<file path="src/rtl/uart_pkg.sv">
// Shared constants, state encoding and frame-timing helper for the UART
// transmit arbiter.
package uart_pkg;

    // Start bit + 8 data bits + stop bit.
    localparam int UART_FRAME_BITS = 10;

    typedef enum logic [0:0] {
        ST_IDLE = 1'b0,
        ST_BUSY = 1'b1
    } arb_state_t;

    // Clock cycles one frame occupies on the line, including trailing guard
    // cycles. One bit lasts (clk_freq/bps)+1 cycles in the transmitter.
    function automatic int uart_frame_cycles(input int clk_freq, input int bps, input int guard);
        return UART_FRAME_BITS * (clk_freq / bps + 1) + guard;
    endfunction

endpackage

</file>
<file path="src/rtl/rr_arbiter.sv">
// Combinational round-robin pick: first set request at or above ptr,
// wrapping modulo N.
module rr_arbiter
    import uart_pkg::*;
#(
    parameter int N  = 4,
    parameter int PW = $clog2(N)
) (
    input  logic [N-1:0]  req,
    input  logic [PW-1:0] ptr,
    output logic          valid,
    output logic [PW-1:0] winner
);

    localparam logic [PW:0] N_W = (PW+1)'(N);

    // Rotate the request vector so slot 0 corresponds to the pointer.
    logic [PW-1:0] idx [N];
    logic [N-1:0]  rot;

    genvar gi;
    generate
        for (gi = 0; gi < N; gi++) begin : g_rot
            logic [PW:0] sum;
            assign sum     = {1'b0, ptr} + (PW+1)'(gi);
            assign idx[gi] = (sum >= N_W) ? PW'(sum - N_W) : PW'(sum);
            assign rot[gi] = req[idx[gi]];
        end
    endgenerate

    // Lowest rotated slot wins; scan downward so the last hit is the lowest.
    always_comb begin
        valid  = 1'b0;
        winner = '0;
        for (int k = N - 1; k >= 0; k--) begin
            if (rot[k]) begin
                valid  = 1'b1;
                winner = idx[k];
            end
        end
    end

endmodule

</file>
<file path="src/rtl/uart_tx_arb.sv">
// Round-robin arbiter sharing one uart_tx among N_REQ byte requesters.
// Issues a one-cycle start pulse with the byte, then holds off further
// grants for an internally timed frame period.
module uart_tx_arb
    import uart_pkg::*;
#(
    parameter int N_REQ        = 4,
    parameter int CLK_FREQ     = 50_000_000,
    parameter int UART_BPS     = 115200,
    parameter int GUARD_CYCLES = 4
) (
    input  logic                     clk,
    input  logic                     rst,
    input  logic                     en,
    input  logic [N_REQ-1:0]         req,
    input  logic [8*N_REQ-1:0]       req_data,
    output logic [N_REQ-1:0]         ack,
    output logic                     tx_start,
    output logic [7:0]               tx_data,
    output logic [$clog2(N_REQ)-1:0] grant_id,
    output logic                     busy
);

    localparam int FRAME_CYCLES = uart_frame_cycles(CLK_FREQ, UART_BPS, GUARD_CYCLES);
    localparam int TW = $clog2(FRAME_CYCLES + 1);
    localparam int IW = $clog2(N_REQ);
    localparam logic [TW-1:0] TIMER_LOAD = TW'(FRAME_CYCLES - 1);
    localparam logic [IW-1:0] LAST_ID    = IW'(N_REQ - 1);

    arb_state_t       state_reg, state_next;
    logic [IW-1:0]    ptr_reg, ptr_next;
    logic [TW-1:0]    timer_reg, timer_next;
    logic [N_REQ-1:0] ack_reg, ack_next;
    logic             tx_start_reg, tx_start_next;
    logic [7:0]       tx_data_reg, tx_data_next;
    logic [IW-1:0]    grant_id_reg, grant_id_next;
    logic             busy_reg, busy_next;

    logic             win_valid;
    logic [IW-1:0]    win_idx;
    logic [7:0]       req_bytes [N_REQ];
    logic             grant;

    genvar gi;
    generate
        for (gi = 0; gi < N_REQ; gi++) begin : g_bytes
            assign req_bytes[gi] = req_data[8*gi +: 8];
        end
    endgenerate

    rr_arbiter #(.N(N_REQ), .PW(IW)) u_rr (
        .req    (req),
        .ptr    (ptr_reg),
        .valid  (win_valid),
        .winner (win_idx)
    );

    assign grant = (state_reg == ST_IDLE) && en && win_valid;

    // State and datapath registers; reset clears everything including the pointer.
    always_ff @(posedge clk) begin
        if (rst) begin
            state_reg    <= ST_IDLE;
            ptr_reg      <= '0;
            timer_reg    <= '0;
            ack_reg      <= '0;
            tx_start_reg <= 1'b0;
            tx_data_reg  <= '0;
            grant_id_reg <= '0;
            busy_reg     <= 1'b0;
        end else begin
            state_reg    <= state_next;
            ptr_reg      <= ptr_next;
            timer_reg    <= timer_next;
            ack_reg      <= ack_next;
            tx_start_reg <= tx_start_next;
            tx_data_reg  <= tx_data_next;
            grant_id_reg <= grant_id_next;
            busy_reg     <= busy_next;
        end
    end

    // Next state: grant moves to BUSY, expired frame timer returns to IDLE.
    always_comb begin
        state_next = state_reg;
        case (state_reg)
            ST_IDLE: if (grant) state_next = ST_BUSY;
            ST_BUSY: if (timer_reg == '0) state_next = ST_IDLE;
            default: state_next = ST_IDLE;
        endcase
    end

    // Output and datapath next values; everything holds unless updated here.
    always_comb begin
        ptr_next      = ptr_reg;
        timer_next    = timer_reg;
        ack_next      = ack_reg;
        tx_start_next = tx_start_reg;
        tx_data_next  = tx_data_reg;
        grant_id_next = grant_id_reg;
        busy_next     = busy_reg;
        case (state_reg)
            ST_IDLE: begin
                if (grant) begin
                    tx_data_next  = req_bytes[win_idx];
                    tx_start_next = 1'b1;
                    ack_next      = N_REQ'(1) << win_idx;
                    grant_id_next = win_idx;
                    busy_next     = 1'b1;
                    timer_next    = TIMER_LOAD;
                end
            end
            ST_BUSY: begin
                tx_start_next = 1'b0;
                ack_next      = '0;
                if (timer_reg == '0) begin
                    busy_next = 1'b0;
                    ptr_next  = (grant_id_reg == LAST_ID) ? '0 : grant_id_reg + 1'b1;
                end else begin
                    timer_next = timer_reg - 1'b1;
                end
            end
            default: ;
        endcase
    end

    assign ack      = ack_reg;
    assign tx_start = tx_start_reg;
    assign tx_data  = tx_data_reg;
    assign grant_id = grant_id_reg;
    assign busy     = busy_reg;

endmodule

</file>
<file path="config.mk">
export PLATFORM = sky130hd
export DESIGN_NAME = uart_tx_arb
export DESIGN_NICKNAME = d
export VERILOG_FILES = /design/src/rtl/uart_pkg.sv /design/src/rtl/rr_arbiter.sv /design/src/rtl/uart_tx_arb.sv
export SDC_FILE = /design/constraint.sdc
export NUM_CORES = 1
export LEC_CHECK = 0
export ABC_AREA = 0
export ABC_CLOCK_PERIOD_IN_PS = 2800
export BUFFER_PORTS_ARGS = -buffer_cell sky130_fd_sc_hd__buf_4
export CAP_MARGIN = 20
export CORE_MARGIN = 2
export CORE_UTILIZATION = 35
export CTS_BUF_LIST = sky130_fd_sc_hd__clkbuf_8
export CTS_CLUSTER_SIZE = 28
export DETAILED_ROUTE_END_ITERATION = 6
export GPL_TIMING_DRIVEN = 0
export PLACE_DENSITY = 0.62
export SETUP_SLACK_MARGIN = 0.1
export SLEW_MARGIN = 5
export SYNTH_ARGS = -nofsm -noshare
export SYNTH_HDL_FRONTEND = slang
export SYNTH_HIERARCHICAL = 1
export SYNTH_SLANG_ARGS = --single-unit
</file>
<file path="constraint.sdc">
create_clock -name clk -period 2.8 [get_ports clk]
set_input_delay 0.28 -clock clk [delete_from_list [all_inputs] [get_ports clk]]
set_output_delay 0.28 -clock clk [all_outputs]
set_load 0.03 [all_outputs]
</file>
==> flow_summary.html, run 1 <==
<table>
<tr><th>Metric</th><th>Value</th></tr>
<tr><th colspan="2">Worst setup path</th></tr>
<tr><td>Setup slack on the worst flop-to-flop path</td><td>about 610 ps</td></tr>
<tr><td>Worst-case reg-to-reg path depth</td><td>7</td></tr>
<tr><td>Worst EP arrival</td><td>2340 ps</td></tr>
<tr><td>Crit path max-delay family</td><td>multiplexers</td></tr>
<tr><td>Worst-path cell chain</td><td>nand2b_1, a21oi_1, a211oi_2, buf_2, mux4_2, nand2_1, a21oi_1</td></tr>
<tr><td>Max FO, Critical Path</td><td>10</td></tr>
<tr><td>Data required time at the worst endpoint</td><td>2960 ps</td></tr>
<tr><td>Crit-path max cell delay</td><td>540 ps</td></tr>
<tr><td>Cell occurring most often along the worst timing path</td><td>sky130_fd_sc_hd__a21oi_1</td></tr>
<tr><td>Endpoint of the most critical register-to-register path</td><td>tx_data[3]$_SDFFE_PP0P_</td></tr>
<tr><td>Startpoint of the most critical register-to-register path</td><td>ptr_reg[1]$_SDFFE_PP0P_</td></tr>
<tr><td>Highest-delay cell along the critical path</td><td>sky130_fd_sc_hd__mux4_2</td></tr>
<tr><td>Critical path startpoint category</td><td>flip-flop</td></tr>
<tr><td>Critical path start-end classification</td><td>reg -&gt; reg</td></tr>
<tr><td>Timing endpoint of the critical path</td><td>tx_data[3]$_SDFFE_PP0P_</td></tr>
<tr><td>Logic depth of the worst path, buffers included</td><td>7</td></tr>
<tr><td>Critical path launch point</td><td>ptr_reg[1]$_SDFFE_PP0P_</td></tr>
<tr><td>Type of destination of the critical path</td><td>flip-flop</td></tr>
<tr><td>Total buffers and inverters traversed by the critical path</td><td>1</td></tr>
<tr><th colspan="2">STA</th></tr>
<tr><td>Hold violation total from the final report</td><td>0</td></tr>
<tr><td>Transition time at the pin with the least slew margin</td><td>546 ps</td></tr>
<tr><td>Part of the cycle the worst path needs</td><td>between 70% and 80%</td></tr>
<tr><td>Setup repair after global routing missed its margin</td><td>false</td></tr>
<tr><td>Final count of pins violating max slew</td><td>0</td></tr>
<tr><td>Clock Skew</td><td>around 1.7 ps</td></tr>
<tr><td>Crit path time final</td><td>2190 ps</td></tr>
<tr><td>Normalized max-slew margin</td><td>a little under two thirds</td></tr>
<tr><td>Setup violators final</td><td>0</td></tr>
<tr><td>Total Neg Setup Slack</td><td>0 ps</td></tr>
<tr><td>Worst-case hold slack</td><td>317 ps</td></tr>
<tr><td>Fmax</td><td>between 0.4 and 0.5 GHz</td></tr>
<tr><th colspan="2">Floorplanning</th></tr>
<tr><td>Core Footprint</td><td>about 4800 sq um</td></tr>
<tr><td>Die Ht</td><td>74.8 um</td></tr>
<tr><td>DIE WIDTH</td><td>between 70 and 80 um</td></tr>
<tr><td>Full die area</td><td>5590 sq um</td></tr>
<tr><td>Top-level I/O count</td><td>between 50 and 60</td></tr>
<tr><td>FP Rows</td><td>25</td></tr>
<tr><td>Initial cell density of the core</td><td>36.6%</td></tr>
<tr><th colspan="2">Drt</th></tr>
<tr><td>WL per Instance</td><td>roughly 14 um</td></tr>
<tr><td>Number of DRC markers in iteration 0</td><td>84</td></tr>
<tr><td>Number of detailed-route iterations in the first pass</td><td>4</td></tr>
<tr><td>Post-detailed-route count of antenna-violating nets</td><td>0</td></tr>
<tr><td>Vias after detailed routing</td><td>approximately 1700</td></tr>
<tr><td>Post-Route WL</td><td>4490 um</td></tr>
<tr><td>Remaining routing DRC violations</td><td>0</td></tr>
<tr><td>Post-detailed-route via-to-cell ratio</td><td>roughly 5.3</td></tr>
<tr><th colspan="2">Clock tree</th></tr>
<tr><td>Clock root buffer master</td><td>sky130_fd_sc_hd__clkbuf_8</td></tr>
<tr><td>Number of clock sinks seen by CTS</td><td>32</td></tr>
<tr><td>CTS tree</td><td>done</td></tr>
<tr><td>Post-cts resize count</td><td>0</td></tr>
<tr><td>Worst skew pair latency</td><td>280 ps</td></tr>
<tr><td>Largest buffer count on any clock path</td><td>2</td></tr>
<tr><td>Number of buffers inserted for hold repair after clock tree synthesis</td><td>0</td></tr>
<tr><td>Clock buffers created by TritonCTS</td><td>5</td></tr>
<tr><td>Register clock-pin slew on the reported worst setup and hold paths</td><td>70 ps</td></tr>
<tr><td>Setup repair bufs after CTS</td><td>0</td></tr>
<tr><td>Count of H-tree levels built during CTS</td><td>2</td></tr>
<tr><th colspan="2">Global route</th></tr>
<tr><td>Antenna violations before repair</td><td>0</td></tr>
<tr><td>Maximum number of pins on one net before global-route repair</td><td>11</td></tr>
<tr><td>Total overflow reported by the global router</td><td>0</td></tr>
<tr><td>Number of global-route vias before repair</td><td>1564</td></tr>
<tr><td>First-pass GRT wire length</td><td>7160 um</td></tr>
<tr><td>All-layer global routing usage</td><td>between 10% and 20%</td></tr>
<tr><th colspan="2">Layout</th></tr>
<tr><td>Number of antenna repair diodes</td><td>0</td></tr>
<tr><td>Fraction of layout instances using a drive strength above 1</td><td>29.5%</td></tr>
<tr><td>Commonest cells after routing, fill and taps aside</td><td>53 x sky130_fd_sc_hd__buf_4, 35 x sky130_fd_sc_hd__nand2_1, 32 x sky130_fd_sc_hd__dfxtp_1</td></tr>
<tr><td>Count of fill cells added during filler insertion</td><td>469</td></tr>
<tr><td>Number of nets at the end of the flow</td><td>305</td></tr>
<tr><td>Area growth from synthesis to layout</td><td>33.6%</td></tr>
<tr><td>Commonest non-fill, non-tap cell in the layout</td><td>sky130_fd_sc_hd__buf_4</td></tr>
<tr><td>Final cell utilization of the core</td><td>around 49%</td></tr>
<tr><td>Final standard cell count with taps included and fillers excluded</td><td>331</td></tr>
<tr><td>Max reg flops</td><td>13</td></tr>
<tr><th colspan="2">Job</th></tr>
<tr><td>Max-Cap Viols</td><td>0</td></tr>
<tr><th colspan="2">Yosys</th></tr>
<tr><td>Top-area cell type share of the netlist area</td><td>between 30% and 40%</td></tr>
<tr><td>Proportion of register bits with asynchronous set or reset after synthesis</td><td>0%</td></tr>
<tr><td>Post-Synthesis Cells</td><td>203</td></tr>
<tr><td>Share of the synthesized netlist area taken by xor and xnor gates</td><td>0%</td></tr>
<tr><td>Multiplexer share of the synthesized area</td><td>approximately an eighth</td></tr>
<tr><td>Synthesis warning total</td><td>6</td></tr>
<tr><td>Fraction of the mapped netlist area in adder cells</td><td>2.14%</td></tr>
<tr><td>Post-synthesis net count</td><td>245</td></tr>
<tr><td>Number of register bits inferred by synthesis</td><td>32</td></tr>
<tr><td>Combinational family with the most area after synthesis</td><td>simple AND/OR/NAND/NOR gates</td></tr>
<tr><td>Dominant synthesized flop cell</td><td>sky130_fd_sc_hd__dfxtp_1</td></tr>
<tr><td>Synthesized-area fraction occupied by and/or/nand/nor cells</td><td>31.0%</td></tr>
<tr><td>Syn_area_per_cell</td><td>between 8 and 9 sq um</td></tr>
<tr><td>Synth top area cells</td><td>sky130_fd_sc_hd__dfxtp_1 37%, sky130_fd_sc_hd__mux4_2 10%, sky130_fd_sc_hd__nand2_1 7.5%</td></tr>
<tr><td>Sequential-to-total area share from yosys stat</td><td>36.5%</td></tr>
<tr><td>Compound-gate portion of the synthesized area</td><td>about 14%</td></tr>
<tr><td>Number of enable flip-flop cells after synthesis</td><td>0</td></tr>
<tr><td>Cell area after technology mapping</td><td>1750 sq um</td></tr>
<tr><td>Count of cell types in the netlist</td><td>38</td></tr>
<tr><td>Yosys top cell by area</td><td>sky130_fd_sc_hd__dfxtp_1</td></tr>
<tr><th colspan="2">Power and ir drop</th></tr>
<tr><td>PD cells</td><td>617 nW/um^2</td></tr>
<tr><td>Worst IR Drop VDD</td><td>0.297 mV</td></tr>
<tr><td>Total power</td><td>1.45 mW</td></tr>
<tr><td>Leakage power</td><td>0.943 nW</td></tr>
<tr><th colspan="2">Placement</th></tr>
<tr><td>Routability-driven placement congestion ratio</td><td>around 0.85</td></tr>
<tr><td>Total of buffers placed on input and output ports</td><td>53</td></tr>
<tr><td>Detailed placer's ending HPWL</td><td>3420 um</td></tr>
<tr><td>Inst Count DP</td><td>323</td></tr>
<tr><th colspan="2">Run status</th></tr>
<tr><td>Outcome</td><td>finished clean</td></tr>
<tr><th colspan="2">Min path</th></tr>
<tr><td>Hold WC Path Type</td><td>in -&gt; reg</td></tr>
</table>
-- cell usage after synthesis, types with 2 or more instances --
cell and number:
sky130_fd_sc_hd__mux2i_1 5, sky130_fd_sc_hd__o31ai_1 3, sky130_fd_sc_hd__nor3_1 11, sky130_fd_sc_hd__mux4_2 8, sky130_fd_sc_hd__or2_2 2, sky130_fd_sc_hd__nor4_1 4, sky130_fd_sc_hd__nor2_1 13, sky130_fd_sc_hd__nand4_1 2
sky130_fd_sc_hd__nand2b_1 2, sky130_fd_sc_hd__dfxtp_1 32, sky130_fd_sc_hd__or4_1 4, sky130_fd_sc_hd__clkbuf_1 9, sky130_fd_sc_hd__a21oi_1 26, sky130_fd_sc_hd__or4b_1 3, sky130_fd_sc_hd__ha_1 3, sky130_fd_sc_hd__or3_1 9
sky130_fd_sc_hd__o21ai_0 4, sky130_fd_sc_hd__nand2_1 35, sky130_fd_sc_hd__nor3b_1 5, sky130_fd_sc_hd__buf_2 2, sky130_fd_sc_hd__inv_1 4
-- stage by stage --
| stage | instance area, sq um | worst slack (ps) |
|---|---|---|
| final | 2340 | 613 |
| after global routing | 2340 | 399 |
| after CTS | 2340 | 585 |
| after detailed placement | 2230 | 601 |
| after global placement | 2230 | 576 |
| after floorplan | 1750 | 844 |
-- layout make-up --
| class | instances | area (sq um) | area share, % |
|---|---|---|---|
| multi-input cells | 155 | 1050 | 44.8 |
| inverters | 4 | 15.0 | 0.641 |
| flip-flops and latches | 32 | 641 | 27.4 |
| repair buffers | 53 | 398 | 17.0 |
| plain buffers | 12 | 47.5 | 2.03 |
| clock inverters | 3 | 38.8 | 1.66 |
| well taps | 67 | 83.8 | 3.58 |
| clock buffers | 5 | 68.8 | 2.94 |
-- worst min path at each step --
stage,startpoint,to,slack (ps),cells past startpoint
after floorplan,timer_reg[1]$_SDFFE_PP0P_,timer_reg[1]$_SDFFE_PP0P_,460,2
after global placement,tx_data[0]$_SDFFE_PP0P_,tx_data[0]$_SDFFE_PP0P_,440,2
after detailed placement,tx_data[3]$_SDFFE_PP0P_,tx_data[3]$_SDFFE_PP0P_,450,2
after CTS,en,tx_start$_SDFFE_PP0P_,320,3
after global routing,en,tx_start$_SDFFE_PP0P_,330,3
final,en,tx_start$_SDFFE_PP0P_,320,3
-- worst register-to-register path: cells and delay by family (launching register included) --
family	cells	cell delay (ps)
buf+inv	1	370
simple gates	2	220
flops	1	440
mux	1	540
compound gates	3	500
-- where the power goes --
group,switching (mW),internal (mW),leakage (nW),total (mW)
registers,0.0516,0.503,0.262,0.555
logic,0.245,0.207,0.622,0.452
clock network,0.178,0.260,0.0593,0.439
-- logic make-up (layout without fill, tap and decap cells) --
group / after synthesis / after routing
flip-flops: 32 / 32
AND/OR/NAND/NOR: 99 / 99
adder cells (fa/ha/maj): 3 / 3
buffers and inverters: 16 / 77
AO/OA/AOI/OAI: 40 / 40
multiplexers: 13 / 13
-- routing by layer --
layer | track usage (%) | vias up | part of all wire [%]
li1 | - | 870 | -
met1 | 22.0 | 825 | 46
met5 | 0 | - | 0
met4 | 6.55 | 0 | 1.1
met2 | 26.4 | 43 | 48
met3 | 4.95 | 6 | 4.4
Power figures use the tool's default switching activity.
==> inputs of run 2 (changes only) <==
- ABC_CLOCK_PERIOD_IN_PS: 2800 -> 2210
- clock period: 2.8 -> 2.21 ns (I/O delays scaled with it)
==> run 2 against run 1 <==
  * Total power up 28%
  * Routed wire length up 0.47%
  * Non-clock buffer count up 1
  * Clock skew up 1.9 ps
  * Count of clock-buffer cells in the layout unchanged
  * Critical path type unchanged
==> flow_summary.html, run 2 (synthesis results as in run 1) <==
<table>
<tr><th>Metric</th><th>Value</th></tr>
<tr><th colspan="2">Run status</th></tr>
<tr><td>Outcome</td><td>finished clean</td></tr>
<tr><th colspan="2">STA</th></tr>
<tr><td>Crit path time final</td><td>1920 ps (-266 ps)</td></tr>
<tr><td>Hold violation total from the final report</td><td>0 (unchanged)</td></tr>
<tr><td>Setup slack of the critical path after layout</td><td>289 ps (-324 ps)</td></tr>
<tr><td>Fmax</td><td>0.521 GHz (+14%)</td></tr>
<tr><td>Part of the cycle the worst path needs</td><td>86.9% (+8.8 points)</td></tr>
<tr><td>Setup violators final</td><td>0 (unchanged)</td></tr>
<tr><td>Normalized max-slew margin</td><td>66.7% (+3.1 points)</td></tr>
<tr><td>Final count of pins violating max slew</td><td>0 (unchanged)</td></tr>
<tr><td>Transition time at the pin with the least slew margin</td><td>496 ps (-50.0 ps)</td></tr>
<tr><td>Clock Skew</td><td>3.66 ps (+1.93 ps)</td></tr>
<tr><td>Setup repair after global routing missed its margin</td><td>true</td></tr>
<tr><th colspan="2">Floorplanning</th></tr>
<tr><td>Core Footprint</td><td>4790 sq um (unchanged)</td></tr>
<tr><td>DIE WIDTH</td><td>74.8 um (unchanged)</td></tr>
<tr><td>Full die area</td><td>5590 sq um (unchanged)</td></tr>
<tr><td>Initial cell density of the core</td><td>36.6% (unchanged)</td></tr>
<tr><td>FP Rows</td><td>25 (unchanged)</td></tr>
<tr><td>Die Ht</td><td>74.8 um (unchanged)</td></tr>
<tr><td>Top-level I/O count</td><td>55 (unchanged)</td></tr>
<tr><th colspan="2">Min path</th></tr>
<tr><td>Hold WC Path Type</td><td>in -&gt; reg</td></tr>
<tr><td>Hold path start</td><td>en</td></tr>
<tr><td>Hold Path Sink</td><td>tx_start$_SDFFE_PP0P_</td></tr>
<tr><td>Cell depth of the worst min-delay path</td><td>3 (unchanged)</td></tr>
<tr><th colspan="2">Placement</th></tr>
<tr><td>Total of buffers placed on input and output ports</td><td>53 (unchanged)</td></tr>
<tr><td>Detailed placer's ending HPWL</td><td>3420 um (unchanged)</td></tr>
<tr><td>Routability-driven placement congestion ratio</td><td>0.849 (unchanged)</td></tr>
<tr><td>Pre-CTS setup slack</td><td>10.7 ps (-590 ps)</td></tr>
<tr><td>Placement-stage cell area</td><td>2230 sq um (unchanged)</td></tr>
<tr><th colspan="2">Global route</th></tr>
<tr><td>Maximum number of pins on one net before global-route repair</td><td>11 (unchanged)</td></tr>
<tr><td>First-pass GRT wire length</td><td>7200 um (+0.57%)</td></tr>
<tr><td>Antenna violations before repair</td><td>0 (unchanged)</td></tr>
<tr><td>All-layer global routing usage</td><td>16.9% (+0.084 points)</td></tr>
<tr><td>Total overflow reported by the global router</td><td>0 (unchanged)</td></tr>
<tr><td>Number of global-route vias before repair</td><td>1570 (+0.38%)</td></tr>
<tr><th colspan="2">Worst setup path</th></tr>
<tr><td>Type of destination of the critical path</td><td>flip-flop</td></tr>
<tr><td>Endpoint of the most critical register-to-register path</td><td>tx_data[3]$_SDFFE_PP0P_</td></tr>
<tr><td>Startpoint of the most critical register-to-register path</td><td>ptr_reg[1]$_SDFFE_PP0P_</td></tr>
<tr><td>Setup slack on the worst flop-to-flop path</td><td>290 ps (-320 ps)</td></tr>
<tr><td>Max FO, Critical Path</td><td>10 (unchanged)</td></tr>
<tr><td>Critical path startpoint category</td><td>flip-flop</td></tr>
<tr><td>Data required time at the worst endpoint</td><td>2360 ps (-600 ps)</td></tr>
<tr><td>Worst EP arrival</td><td>2070 ps (-270 ps)</td></tr>
<tr><td>Worst-case reg-to-reg path depth</td><td>7 (unchanged)</td></tr>
<tr><td>Critical path start-end classification</td><td>reg -&gt; reg</td></tr>
<tr><th colspan="2">Drt</th></tr>
<tr><td>Post-detailed-route via-to-cell ratio</td><td>5.20 (-1.2%)</td></tr>
<tr><td>Vias after detailed routing</td><td>1728 (-0.92%)</td></tr>
<tr><td>Number of detailed-route iterations in the first pass</td><td>4 (unchanged)</td></tr>
<tr><td>Post-detailed-route count of antenna-violating nets</td><td>0 (unchanged)</td></tr>
<tr><td>Post-Route WL</td><td>4510 um (+0.47%)</td></tr>
<tr><td>Number of DRC markers in iteration 0</td><td>91 (+8.3%)</td></tr>
<tr><td>Remaining routing DRC violations</td><td>0 (unchanged)</td></tr>
<tr><td>WL per Instance</td><td>13.6 um (+0.17%)</td></tr>
<tr><th colspan="2">Layout</th></tr>
<tr><td>Final instance area</td><td>2360 sq um (+0.85%)</td></tr>
<tr><td>Fraction of layout instances using a drive strength above 1</td><td>30.2% (+0.64 points)</td></tr>
<tr><td>Commonest non-fill, non-tap cell in the layout</td><td>sky130_fd_sc_hd__buf_4</td></tr>
<tr><td>Max reg flops</td><td>13 (unchanged)</td></tr>
<tr><td>Commonest cells after routing, fill and taps aside</td><td>55 x sky130_fd_sc_hd__buf_4, 35 x sky130_fd_sc_hd__nand2_1, 32 x sky130_fd_sc_hd__dfxtp_1</td></tr>
<tr><td>Count of fill cells added during filler insertion</td><td>471 (+0.43%)</td></tr>
<tr><td>Final cell utilization of the core</td><td>49.4% (+0.42 points)</td></tr>
<tr><td>Number of nets at the end of the flow</td><td>306 (+0.33%)</td></tr>
<tr><td>Number of antenna repair diodes</td><td>0 (unchanged)</td></tr>
<tr><td>Area growth from synthesis to layout</td><td>34.8%</td></tr>
<tr><th colspan="2">Power and ir drop</th></tr>
<tr><td>Leakage power</td><td>0.954 nW (+1.1%)</td></tr>
<tr><td>PD cells</td><td>782 nW/um^2 (+27%)</td></tr>
<tr><td>Total power</td><td>1.85 mW (+28%)</td></tr>
<tr><td>Worst IR Drop VDD</td><td>0.380 mV (+28%)</td></tr>
<tr><th colspan="2">Clock tree</th></tr>
<tr><td>Clock buffers created by TritonCTS</td><td>5 (unchanged)</td></tr>
<tr><td>Worst skew pair latency</td><td>280 ps (about the same)</td></tr>
<tr><td>Count of H-tree levels built during CTS</td><td>2 (unchanged)</td></tr>
<tr><td>Number of buffers inserted for hold repair after clock tree synthesis</td><td>0 (unchanged)</td></tr>
<tr><td>Clock root buffer master</td><td>sky130_fd_sc_hd__clkbuf_8</td></tr>
<tr><td>Number of clock sinks seen by CTS</td><td>32 (unchanged)</td></tr>
<tr><td>Largest buffer count on any clock path</td><td>2 (unchanged)</td></tr>
<tr><td>Register clock-pin slew on the reported worst setup and hold paths</td><td>70 ps (about the same)</td></tr>
<tr><td>CTS tree</td><td>done</td></tr>
<tr><th colspan="2">Job</th></tr>
<tr><td>Max-Cap Viols</td><td>0 (unchanged)</td></tr>
</table>
-- run 2: cell count changes in the layout (fill, tap and decap cells not counted) --
cell / change
sky130_fd_sc_hd__buf_4: +2
sky130_fd_sc_hd__nor4_4: +1
sky130_fd_sc_hd__buf_1: -1
sky130_fd_sc_hd__nor4_2: -1
-- run 2: per-layer routing --
| layer | part of all wire, % | GRT usage (%) | wire [um] |
|---|---|---|---|
| met5 | 0 | 0 | 0 |
| met2 | 49 | 26.5 | 2200 |
| met4 | 0.75 | 6.55 | 34 |
| met3 | 3.9 | 4.95 | 174 |
| met1 | 47 | 22.1 | 2100 |
-- run 2: report_power, final --
group	total [mW]	switching (mW)	internal (mW)
sequential	0.705	0.0670	0.638
clock	0.553	0.224	0.330
combinational	0.590	0.319	0.270
total	1.85	0.610	1.24
-- run 2: worst max path at each step --
stage                       startpoint                      end  slack [ps]  depth (start not counted)
2_1_floorplan  ptr_reg[1]$_SDFFE_PP0P_  tx_data[3]$_SDFFE_PP0P_         250                          7
3_3_place_gp   ptr_reg[1]$_SDFFE_PP0P_  tx_data[5]$_SDFFE_PP0P_         -10                          7
3_5_place_dp   ptr_reg[1]$_SDFFE_PP0P_  tx_data[7]$_SDFFE_PP0P_          10                          7
4_1_cts        ptr_reg[0]$_SDFFE_PP0P_  tx_data[6]$_SDFFE_PP0P_         100                          7
5_1_grt        ptr_reg[0]$_SDFFE_PP0P_  tx_data[3]$_SDFFE_PP0P_         100                          7
6_report       ptr_reg[1]$_SDFFE_PP0P_  tx_data[3]$_SDFFE_PP0P_         290                          7
-- run 2: repair_timing --
item	4_1_cts	5_1_grt
resized for setup	1	3
setup buffers	1	0
pin swaps	1	0
setup endpoints to repair	5	9
endpoints found under the hold margin	0	0
-- run 2: stage by stage --
step	hold WS [ps]	TNS [ps]	cells
after floorplan	410	0	203
after global placement	443	-36.1	323
after detailed placement	447	0	323
after CTS	256	0	332
after global routing	273	0	332
final	259	0	332
-- run 2: cell type report --
type                            count  area [sq um]  share of cell area, %
Multi-Input combinational cell    155          1060                   44.8
Sequential cell                    32           641                   27.1
Timing Repair Buffer               54           405                   17.2
Tap cell                           67          83.8                   3.55
Clock buffer                        5          68.8                   2.91
Buffer                             12          51.3                   2.17
Clock inverter                      3          38.8                   1.64
Inverter                            4          15.0                  0.636
-- run 2: worst max-delay path: stages, from the launching register on --
cell and delay, ps:
sky130_fd_sc_hd__dfxtp_1 440, sky130_fd_sc_hd__nand2b_1 140, sky130_fd_sc_hd__a21oi_1 70, sky130_fd_sc_hd__a211oi_2 240, sky130_fd_sc_hd__buf_4 250, sky130_fd_sc_hd__mux4_2 520
sky130_fd_sc_hd__nand2_1 80, sky130_fd_sc_hd__a21oi_1 60
==> inputs of run 3 (changes only) <==
- ABC_CLOCK_PERIOD_IN_PS: 2210 -> 1700
- PLACE_DENSITY: 0.62 -> 0.71
- clock period: 2.21 -> 1.7 ns (I/O delays scaled with it)
==> run 3 against run 2 <==
  * Worst setup slack got worse by 440 ps
  * Cell area grew 14%
  * Utilization rose by 6.8 points
  * Critical endpoint is now timer_reg[6]$_SDFFE_PP0P_
  * Global-route usage grew 1.1 points
  * The run now ends with setup timing left
==> flow_summary.html, run 3 (synthesis results as in run 1) <==
<table>
<tr><th>Metric</th><th>Value</th></tr>
<tr><th colspan="2">Run status</th></tr>
<tr><td>Outcome</td><td>finished, violations left</td></tr>
<tr><td>Failing checks</td><td>setup timing</td></tr>
<tr><th colspan="2">Layout</th></tr>
<tr><td>Fraction of layout instances using a drive strength above 1</td><td>47.9% (+18 points)</td></tr>
<tr><td>Commonest non-fill, non-tap cell in the layout</td><td>sky130_fd_sc_hd__buf_4</td></tr>
<tr><td>Footprint of the multi-input gates</td><td>1240 sq um (+17%)</td></tr>
<tr><td>Area growth from synthesis to layout</td><td>53.3%</td></tr>
<tr><td>Number of antenna repair diodes</td><td>0 (unchanged)</td></tr>
<tr><td>Number of nets at the end of the flow</td><td>321 (+4.9%)</td></tr>
<tr><td>Count of fill cells added during filler insertion</td><td>442 (-6.2%)</td></tr>
<tr><td>Commonest cells after routing, fill and taps aside</td><td>70 x sky130_fd_sc_hd__buf_4, 34 x sky130_fd_sc_hd__nand2_1, 26 x sky130_fd_sc_hd__dfxtp_1</td></tr>
<tr><td>Final standard cell count with taps included and fillers excluded</td><td>347 (+4.5%)</td></tr>
<tr><td>Sequential Area</td><td>648 sq um (+1.2%)</td></tr>
<tr><td>Max reg flops</td><td>13 (unchanged)</td></tr>
<tr><th colspan="2">Global route</th></tr>
<tr><td>Met2 global-route usage</td><td>27.6% (+1.1 points)</td></tr>
<tr><td>Number of global-route vias before repair</td><td>1673 (+6.6%)</td></tr>
<tr><td>Layer with the highest usage after global routing</td><td>met2</td></tr>
<tr><td>Total overflow reported by the global router</td><td>0 (unchanged)</td></tr>
<tr><td>Maximum number of pins on one net before global-route repair</td><td>11 (unchanged)</td></tr>
<tr><td>All-layer global routing usage</td><td>18.0% (+1.1 points)</td></tr>
<tr><td>Met1 Usage GRT</td><td>24.4% (+2.3 points)</td></tr>
<tr><td>Antenna violations before repair</td><td>0 (unchanged)</td></tr>
<tr><td>Met3 capacity usage during global routing</td><td>3.48% (-1.5 points)</td></tr>
<tr><td>First-pass GRT wire length</td><td>7710 um (+7.0%)</td></tr>
<tr><th colspan="2">Worst setup path</th></tr>
<tr><td>Type of destination of the critical path</td><td>flip-flop</td></tr>
<tr><td>Logic depth of the worst path, buffers included</td><td>9 (+2)</td></tr>
<tr><td>Worst-path cell chain</td><td>inv_2, ha_4, buf_4, buf_6, nor4b_4, and4_1, buf_6, or4_4, a21oi_2</td></tr>
<tr><td>Max FO, Critical Path</td><td>8 (-2)</td></tr>
<tr><td>Crit-path max cell delay</td><td>410 ps (-110 ps)</td></tr>
<tr><td>Setup slack on the worst flop-to-flop path</td><td>-150 ps (-440 ps)</td></tr>
<tr><td>Worst EP arrival</td><td>2070 ps (about the same)</td></tr>
<tr><td>Critical path startpoint category</td><td>flip-flop</td></tr>
<tr><td>Critical path start-end classification</td><td>reg -&gt; reg</td></tr>
<tr><td>Highest-delay cell along the critical path</td><td>sky130_fd_sc_hd__or4_4</td></tr>
<tr><td>Total buffers and inverters traversed by the critical path</td><td>4 (+3)</td></tr>
<tr><td>Worst-case reg-to-reg path depth</td><td>9 (+2)</td></tr>
<tr><td>Timing endpoint of the critical path</td><td>timer_reg[6]$_SDFFE_PP0P_</td></tr>
<tr><td>Critical path launch point</td><td>timer_reg[1]$_SDFFE_PP0P_</td></tr>
<tr><td>Data required time at the worst endpoint</td><td>1920 ps (-440 ps)</td></tr>
<tr><td>Cell occurring most often along the worst timing path</td><td>sky130_fd_sc_hd__buf_6</td></tr>
<tr><td>Endpoint of the most critical register-to-register path</td><td>timer_reg[6]$_SDFFE_PP0P_</td></tr>
<tr><td>Startpoint of the most critical register-to-register path</td><td>timer_reg[1]$_SDFFE_PP0P_</td></tr>
<tr><td>Crit path max-delay family</td><td>simple AND/OR/NAND/NOR gates</td></tr>
<tr><th colspan="2">Floorplanning</th></tr>
<tr><td>Die Ht</td><td>74.8 um (unchanged)</td></tr>
<tr><td>Top-level I/O count</td><td>55 (unchanged)</td></tr>
<tr><td>DIE WIDTH</td><td>74.8 um (unchanged)</td></tr>
<tr><td>Initial cell density of the core</td><td>36.6% (unchanged)</td></tr>
<tr><td>Core Footprint</td><td>4790 sq um (unchanged)</td></tr>
<tr><td>FP Rows</td><td>25 (unchanged)</td></tr>
<tr><td>Full die area</td><td>5590 sq um (unchanged)</td></tr>
<tr><th colspan="2">Placement</th></tr>
<tr><td>Routability-driven placement congestion ratio</td><td>0.839 (-1.2%)</td></tr>
<tr><td>Total of buffers placed on input and output ports</td><td>53 (unchanged)</td></tr>
<tr><td>Detailed placer's ending HPWL</td><td>3510 um (+2.7%)</td></tr>
<tr><td>Inst Count DP</td><td>323 (unchanged)</td></tr>
<tr><th colspan="2">Power and ir drop</th></tr>
<tr><td>Total power</td><td>2.73 mW (+48%)</td></tr>
<tr><td>PD cells</td><td>1020 nW/um^2 (+30%)</td></tr>
<tr><td>Worst IR Drop VDD</td><td>0.510 mV (+34%)</td></tr>
<tr><td>Leakage power</td><td>1.08 nW (+13%)</td></tr>
<tr><th colspan="2">Drt</th></tr>
<tr><td>Vias after detailed routing</td><td>1806 (+4.5%)</td></tr>
<tr><td>Remaining routing DRC violations</td><td>0 (unchanged)</td></tr>
<tr><td>Number of detailed-route iterations in the first pass</td><td>4 (unchanged)</td></tr>
<tr><td>Post-Route WL</td><td>5090 um (+13%)</td></tr>
<tr><td>Number of DRC markers in iteration 0</td><td>63 (-31%)</td></tr>
<tr><td>Post-detailed-route via-to-cell ratio</td><td>5.20 (about the same)</td></tr>
<tr><td>WL per Instance</td><td>14.7 um (+8.1%)</td></tr>
<tr><td>Post-detailed-route count of antenna-violating nets</td><td>0 (unchanged)</td></tr>
<tr><th colspan="2">STA</th></tr>
<tr><td>Setup slack of the critical path after layout</td><td>-150 ps (-440 ps)</td></tr>
<tr><td>Hold violation total from the final report</td><td>0 (unchanged)</td></tr>
<tr><td>Setup repair after global routing missed its margin</td><td>true</td></tr>
<tr><td>Normalized max-slew margin</td><td>67.6% (+0.93 points)</td></tr>
<tr><td>Part of the cycle the worst path needs</td><td>109% (+22 points)</td></tr>
<tr><td>Total Neg Setup Slack</td><td>-1870 ps (-1870 ps)</td></tr>
<tr><td>Setup violators final</td><td>23 (+23)</td></tr>
<tr><td>Final count of pins violating max slew</td><td>0 (unchanged)</td></tr>
<tr><td>Crit path time final</td><td>1850 ps (-70.5 ps)</td></tr>
<tr><td>Clock Skew</td><td>5.00 ps (+1.34 ps)</td></tr>
<tr><td>Fmax</td><td>0.541 GHz (+3.8%)</td></tr>
<tr><td>Transition time at the pin with the least slew margin</td><td>486 ps (-10.1 ps)</td></tr>
<tr><th colspan="2">Clock tree</th></tr>
<tr><td>Number of clock sinks seen by CTS</td><td>32 (unchanged)</td></tr>
<tr><td>Count of H-tree levels built during CTS</td><td>2 (unchanged)</td></tr>
<tr><td>CTS tree</td><td>done</td></tr>
<tr><td>Worst skew pair latency</td><td>290 ps (about the same)</td></tr>
<tr><td>Clock buffers created by TritonCTS</td><td>5 (unchanged)</td></tr>
<tr><td>Number of buffers inserted for hold repair after clock tree synthesis</td><td>0 (unchanged)</td></tr>
<tr><td>Clock root buffer master</td><td>sky130_fd_sc_hd__clkbuf_8</td></tr>
<tr><td>Largest buffer count on any clock path</td><td>2 (unchanged)</td></tr>
<tr><td>Register clock-pin slew on the reported worst setup and hold paths</td><td>70 ps (about the same)</td></tr>
<tr><th colspan="2">Min path</th></tr>
<tr><td>Hold WC Path Type</td><td>in -&gt; reg</td></tr>
<tr><td>Cell depth of the worst min-delay path</td><td>3 (unchanged)</td></tr>
<tr><th colspan="2">Job</th></tr>
<tr><td>Max-Cap Viols</td><td>0 (unchanged)</td></tr>
</table>
## run 3: timing repair
| item | 4_1_cts | 5_1_grt |
|---|---|---|
| buffers inserted | 12 | 7 |
| gates resized for setup | 21 | 19 |
| gates cloned | 0 | 0 |
| setup endpoints to repair | 29 | 30 |
| pin swaps | 17 | 13 |
## run 3: worst min-delay path by stage
| stage | slack (ps) | start | to |
|---|---|---|---|
| global placement | 440 | tx_data[4]$_SDFFE_PP0P_ | tx_data[4]$_SDFFE_PP0P_ |
| global route | 240 | en | tx_start$_SDFFE_PP0P_ |
| detailed placement | 450 | tx_data[5]$_SDFFE_PP0P_ | tx_data[5]$_SDFFE_PP0P_ |
| CTS | 200 | en | tx_start$_SDFFE_PP0P_ |
| finish | 200 | en | tx_start$_SDFFE_PP0P_ |
| floorplan | 360 | en | tx_start$_SDFFE_PP0P_ |
## run 3: area by class of cell
class                           count  share of cell area, %
Multi-Input combinational cell    155                   46.1
Sequential cell                    32                   24.1
Timing Repair Buffer               70                   19.7
Tap cell                           67                   3.12
Clock buffer                        5                   2.56
Buffer                             11                   2.37
Clock inverter                      3                   1.44
Inverter                            4                  0.559
## run 3: power by group
group	internal, mW	switching [mW]
Sequential	0.833	0.111
Clock	0.429	0.286
Combinational	0.563	0.514
Total	1.82	0.911
## run 3: stage by stage
| stage | cell area (sq um) | utilization (%) | hold WS [ps] | setup WS, ps |
|---|---|---|---|---|
| floorplan | 1830 | - | 359 | -96.4 |
| global placement | 2310 | 48.2 | 443 | -363 |
| detailed placement | 2310 | 48.2 | 447 | -376 |
| CTS | 2590 | 54.2 | 198 | -115 |
| global route | 2690 | 56.2 | 241 | -217 |
| finish | 2690 | 56.2 | 199 | -150 |
## run 3: worst reg2reg max path, cell delays in order (launching register included)
cell	delay, ps
sky130_fd_sc_hd__dfxtp_2	350
sky130_fd_sc_hd__inv_2	60
sky130_fd_sc_hd__ha_4	160
sky130_fd_sc_hd__buf_4	130
sky130_fd_sc_hd__buf_6	110
sky130_fd_sc_hd__nor4b_4	120
sky130_fd_sc_hd__and4_1	200
sky130_fd_sc_hd__buf_6	130
sky130_fd_sc_hd__or4_4	420
sky130_fd_sc_hd__a21oi_2	120
## run 3: layer usage
layer,vias up,part of all wire [%]
li1,900,-
met1,853,44
met2,43,51
met3,10,3.3
met4,0,1.9
met5,-,0
